<file path="config.mk">
export PLATFORM = sky130hd
export DESIGN_NAME = universal_shift_register
export DESIGN_NICKNAME = d
export VERILOG_FILES = /design/src/rtl/usr_pkg.sv /design/src/rtl/universal_shift_register_shift_step_unit.sv /design/src/rtl/universal_shift_register.sv
export SDC_FILE = /design/constraint.sdc
export NUM_CORES = 1
export LEC_CHECK = 0
export CORE_AREA = 10 10 60 62
export DETAILED_ROUTE_END_ITERATION = 8
export DIE_AREA = 0 0 70 72
export PLACE_DENSITY = 0.85
export SETUP_SLACK_MARGIN = 0.5
export SLEW_MARGIN = 25
export SYNTH_ARGS = -nofsm -noshare
export SYNTH_HDL_FRONTEND = slang
export SYNTH_SLANG_ARGS = --single-unit
</file>
<file path="constraint.sdc">
create_clock -name clk_i -period 2.6 [get_ports clk_i]
set_input_delay 0.26 -clock clk_i [delete_from_list [all_inputs] [get_ports clk_i]]
set_output_delay 0.26 -clock clk_i [all_outputs]
set_load 0.02 [all_outputs]
</file>
<file path="src/rtl/usr_pkg.sv">
// Shared definitions for the universal shift register: command mode codes and controller states.
package usr_pkg;

    localparam logic [2:0] MODE_LOAD  = 3'b000;
    localparam logic [2:0] MODE_SHL   = 3'b001;
    localparam logic [2:0] MODE_SHR   = 3'b010;
    localparam logic [2:0] MODE_ROL   = 3'b011;
    localparam logic [2:0] MODE_ROR   = 3'b100;
    localparam logic [2:0] MODE_CLEAR = 3'b101;

    typedef enum logic {
        ST_IDLE  = 1'b0,
        ST_SHIFT = 1'b1
    } state_t;

endpackage

</file>
<file path="src/rtl/universal_shift_register_shift_step_unit.sv">
// One combinational step of STEP bits: next register value and the bits pushed out.
module shift_step_unit
    import usr_pkg::*;
#(
    parameter int SIZE = 8,
    parameter int STEP = 1
) (
    input  logic [SIZE-1:0] value_i,
    input  logic [2:0]      mode_i,
    input  logic [STEP-1:0] ser_in_i,
    output logic [SIZE-1:0] next_o,
    output logic [STEP-1:0] expelled_o
);

    always_comb begin
        next_o     = value_i;
        expelled_o = '0;
        case (mode_i)
            MODE_SHL: begin
                next_o     = {value_i[SIZE-STEP-1:0], ser_in_i};
                expelled_o = value_i[SIZE-1 -: STEP];
            end
            MODE_SHR: begin
                next_o     = {ser_in_i, value_i[SIZE-1:STEP]};
                expelled_o = value_i[STEP-1:0];
            end
            // rotates feed the expelled bits back in at the opposite end
            MODE_ROL: begin
                next_o     = {value_i[SIZE-STEP-1:0], value_i[SIZE-1 -: STEP]};
                expelled_o = value_i[SIZE-1 -: STEP];
            end
            MODE_ROR: begin
                next_o     = {value_i[STEP-1:0], value_i[SIZE-1:STEP]};
                expelled_o = value_i[STEP-1:0];
            end
            default: begin
                next_o     = value_i;
                expelled_o = '0;
            end
        endcase
    end

endmodule

</file>
<file path="src/rtl/universal_shift_register.sv">
// Multi-mode shift register with command handshake and step-gated sequencing.
// Rotate commands (ROL/ROR) exist only when USR_ROTATE_EN is defined; otherwise they are illegal.
//
//   state    | meaning
//   ST_IDLE  | cmd_ready high; LOAD/CLEAR/zero-count/illegal complete in one edge
//   ST_SHIFT | busy; one step per edge with shift_en_i high until remaining reaches 1
module universal_shift_register
    import usr_pkg::*;
#(
    parameter int SIZE  = 8,
    parameter int STEP  = 1,
    parameter int CNT_W = 4
) (
    input  logic             clk_i,
    input  logic             rst_n_i,
    input  logic             cmd_valid_i,
    output logic             cmd_ready_o,
    input  logic [2:0]       cmd_mode_i,
    input  logic [CNT_W-1:0] cmd_count_i,
    input  logic [SIZE-1:0]  load_data_i,
    input  logic [STEP-1:0]  ser_in_i,
    input  logic             shift_en_i,
    output logic [SIZE-1:0]  out_o,
    output logic [STEP-1:0]  ser_out_o,
    output logic             busy_o,
    output logic             done_o
);

    state_t           state_q;
    logic [2:0]       mode_q;
    logic [CNT_W-1:0] remaining_q;
    logic [SIZE-1:0]  out_q;
    logic [STEP-1:0]  ser_out_q;
    logic             done_q;
    logic [SIZE-1:0]  step_value_d;
    logic [STEP-1:0]  step_expelled_d;
    logic             mode_is_shift;

    shift_step_unit #(
        .SIZE (SIZE),
        .STEP (STEP)
    ) u_step (
        .value_i    (out_q),
        .mode_i     (mode_q),
        .ser_in_i   (ser_in_i),
        .next_o     (step_value_d),
        .expelled_o (step_expelled_d)
    );

    always_comb begin
        mode_is_shift = (cmd_mode_i == MODE_SHL) || (cmd_mode_i == MODE_SHR);
`ifdef USR_ROTATE_EN
        mode_is_shift = mode_is_shift || (cmd_mode_i == MODE_ROL) || (cmd_mode_i == MODE_ROR);
`endif
    end

    always_ff @(posedge clk_i or negedge rst_n_i) begin
        if (!rst_n_i) begin
            state_q     <= ST_IDLE;
            mode_q      <= MODE_LOAD;
            remaining_q <= '0;
            out_q       <= '0;
            ser_out_q   <= '0;
            done_q      <= 1'b0;
        end else begin
            done_q <= 1'b0;
            case (state_q)
                ST_IDLE: begin
                    if (cmd_valid_i) begin
                        if (mode_is_shift && (cmd_count_i != '0)) begin
                            mode_q      <= cmd_mode_i;
                            remaining_q <= cmd_count_i;
                            state_q     <= ST_SHIFT;
                        end else begin
                            done_q <= 1'b1;
                            if (cmd_mode_i == MODE_LOAD) begin
                                out_q <= load_data_i;
                            end else if (cmd_mode_i == MODE_CLEAR) begin
                                out_q <= '0;
                            end
                        end
                    end
                end
                ST_SHIFT: begin
                    if (shift_en_i) begin
                        out_q       <= step_value_d;
                        ser_out_q   <= step_expelled_d;
                        remaining_q <= remaining_q - CNT_W'(1);
                        if (remaining_q == CNT_W'(1)) begin
                            state_q <= ST_IDLE;
                            done_q  <= 1'b1;
                        end
                    end
                end
            endcase
        end
    end

    assign cmd_ready_o = (state_q == ST_IDLE);
    assign busy_o      = (state_q == ST_SHIFT);
    assign out_o       = out_q;
    assign ser_out_o   = ser_out_q;
    assign done_o      = done_q;

endmodule
</file>
==> run_results.csv <==
group,metric,value,unit
logic_synthesis,ys_seq_area_share,37.5,%
setup_path,reg2regPathDepth,4,
grt,grt_max_degree,24,
drt,dr.pass1.iters,4,
grt,gr-total-overflow,0,
setup_path,worstPathRequired,2.80,ns
setup_path,arrival,2.05,ns
floorplan,core-area,0.00243,mm^2
power,power.density,1220,mW/mm^2
drt,wl_per_cell,16.5,um
clocking,cts_max_path_buffers,2,
floorplan,io-pin-count,32,
sta,fmax,541,MHz
sta,fin_worst_skew,0.00465,ns
setup_path,path_class,"in -> reg",
power,total_power,1.94,mW
setup_path,rr_endpoint,"out_o[0]",
logic_synthesis,synth_area_leader_cell,"dfrtp_1",
drt,dr_total_vias,1117,
grt,grt_pass1_wl,5470,um
logic_synthesis,synthCells,132,
drt,ant_nets,0,
sta,setup_viol,0,
drt,drc,0,
drt,drt-initial-drc-count,91,
setup_path,path_max_fanout,6,
drt,wl,3200,um
outcome,status,"completed",
clocking,htree_levels,1,
sta,drv_slew,0,
floorplan,fp-row-count,18,
logic_synthesis,synth-seq-cells,18,
layout,area_growth,32.1,%
logic_synthesis,synth_edf_count,0,
sta,rsz0062_at_grt,"no",
logic_synthesis,yosys-top-cells-count,"dfrtp_1 (18), nand2_1 (15), nor3_1 (10)",
logic_synthesis,yosys_warnings,0,
sta,hold_viol,0,
setup_path,r2r-start,"mode_q[0]",
place,placed_area,0.00155,mm^2
logic_synthesis,synth_area_leaders,"dfrtp_1 (38%), nor3b_1 (5.6%), a31oi_1 (4.7%), nand2_1 (4.7%), nor3_1 (4.2%)",
sta,tightestPinTransition,0.823,ns
drt,drt-vias-per-instance,5.76,
clocking,cts_root_buffer,"clkbuf_4",
logic_synthesis,synth_most_common_cell,"dfrtp_1",
logic_synthesis,async_reset_ff_share,100,%
power,ir_worst_vdd,699,uV
sta,finalCritPeriodShare,71.1,%
power,p_leak,0.628,nW
floorplan,die_w,70,um
sta,tns,0,ns
layout,final_nets,187,
grt,grt_use_total,12.5,%
grt,antenna_found_initial,0,
logic_synthesis,synthesis.nets,154,
place,place_congestion,0.846,
logic_synthesis,synthesis.area,0.00120,mm^2
clocking,tritoncts,"done",
clocking,cts_buffers,3,
clocking,cts.sinks,18,
flow_run,cap_violations,0,
setup_path,cp-startpoint,"cmd_mode_i[0]",
layout,diodes,0,
logic_synthesis,synth_ff_type,"dfrtp_1",
setup_path,end_kind,"register",
logic_synthesis,ys_types,39,
clocking,postCtsSetupBuffers,0,
floorplan,die_h,72,um
floorplan,start_util,49.3,%
place,dp_hpwl,2440,um
clocking,clk_pin_slew,0.11,ns
layout,fillers,230,
sta,slew-limit-headroom,45.0,%
logic_synthesis,syn_avg_cell_area,9.09,um^2
place,port_buffers,31,
setup_path,crit_path_start_kind,"input port",
worst_hold_path,holdCritPathClass,"in -> async",
logic_synthesis,synth_top_area_share,37.5,%
grt,grt_pass1_vias,1120,
floorplan,die-area,0.00504,mm^2
layout,fin_area,0.00159,mm^2
layout,drive_gt1_share,9.76,%
setup_path,r2r_setup_slack,0.79,ns
clocking,clk_latency,0.30,ns
sta,finalCriticalPeriod,1.85,ns
state kept, by name, indices dropped and copies added (netlist names):
name         count
busy_o           1
done_o           1
mode_q           3
out_o            8
remaining_q      4
ser_out_o        1
critical path, stage by stage:
cell	delay (ns)
clkdlybuf4s50_1	0.60
xnor2_1	0.16
or4b_4	0.58
nor2_8	0.14
mux2_4	0.30
placed cells by master (no fill, tap or decap), drive strengths merged:
cell type      instances
clkdlybuf4s50         31
dfrtp                 18
nand2                 15
nor3                  10
o21ai                 10
nor3b                  9
a31oi                  9
o21a                   6
buf                    6
inv                    6
xnor2                  5
a21oi                  5
nor2                   4
clkbuf                 4
nor4                   3
nor4b                  3
mux2i                  2
a221oi                 2
ha                     2
mux2                   2
o311ai                 1
or4b                   1
o21bai                 1
xor2                   1
or2                    1
and3b                  1
nor2b                  1
or3b                   1
a41oi                  1
o221ai                 1
o2bb2ai                1
a22oi                  1
layer usage:
| layer | share of wire, % | routed length (um) | vias to the layer above | GRT usage, % |
|---|---|---|---|---|
| li1 | - | - | 548 | - |
| met1 | 48 | 1530 | 536 | 16.2 |
| met2 | 46 | 1480 | 29 | 19.9 |
| met3 | 4.7 | 149 | 4 | 3.27 |
| met4 | 1.2 | 37 | 0 | 3.51 |
| met5 | 0 | 0 | - | 0 |
worst max-delay path by stage:
stage | to | slack, ns
after detailed placement | mode_q[0] | 0.28
after global routing | mode_q[0] | 0.64
after floorplan | out_o[0] | 0.66
final | mode_q[0] | 0.75
after global placement | mode_q[0] | 0.35
after CTS | mode_q[0] | 0.61
metrics by stage:
stage,utilization [%],hold slack [ns],setup slack [ns],instances
detailed placement,63.5,0.545,0.279,190
floorplan,-,-0.0356,0.657,132
CTS,65.0,0.459,0.612,194
global route,65.2,0.506,0.640,194
finish,65.2,0.421,0.751,194
global placement,63.5,0.542,0.346,190
area by class of cell:
| cell class | count | area [um^2] | area share (%) |
|---|---|---|---|
| Tap cell | 30 | 37.5 | 2.37 |
| Sequential cell | 18 | 450 | 28.4 |
| Inverter | 6 | 22.5 | 1.42 |
| Timing Repair Buffer | 37 | 355 | 22.4 |
| Multi-Input combinational cell | 99 | 683 | 43.1 |
| Clock buffer | 4 | 36.3 | 2.29 |
cells by family after synthesis:
| kind of cell | after synthesis | share of synthesized area [%] |
|---|---|---|
| adder cells (fa/ha/maj) | 2 | 2.09 |
| XOR/XNOR | 6 | 4.38 |
| AND/OR/NAND/NOR | 49 | 26.0 |
| buffers and inverters | 15 | 5.84 |
| AO/OA/AOI/OAI | 38 | 20.3 |
| flip-flops | 18 | 37.5 |
| multiplexers | 4 | 3.86 |
what timing repair did:
item / in CTS / in global routing
hold endpoints to repair: 0 / 0
setup endpoints to repair: 0 / 1
hold buffers: 0 / 0
gates resized for setup: 0 / 1
power by group:
| part | leakage, nW | total (mW) | switching, mW | internal (mW) |
|---|---|---|---|---|
| logic | 0.396 | 1.14 | 0.576 | 0.563 |
| clock network | 0.0210 | 0.180 | 0.0945 | 0.0854 |
| registers | 0.211 | 0.617 | 0.196 | 0.420 |
(Power assumes the default switching activity.)
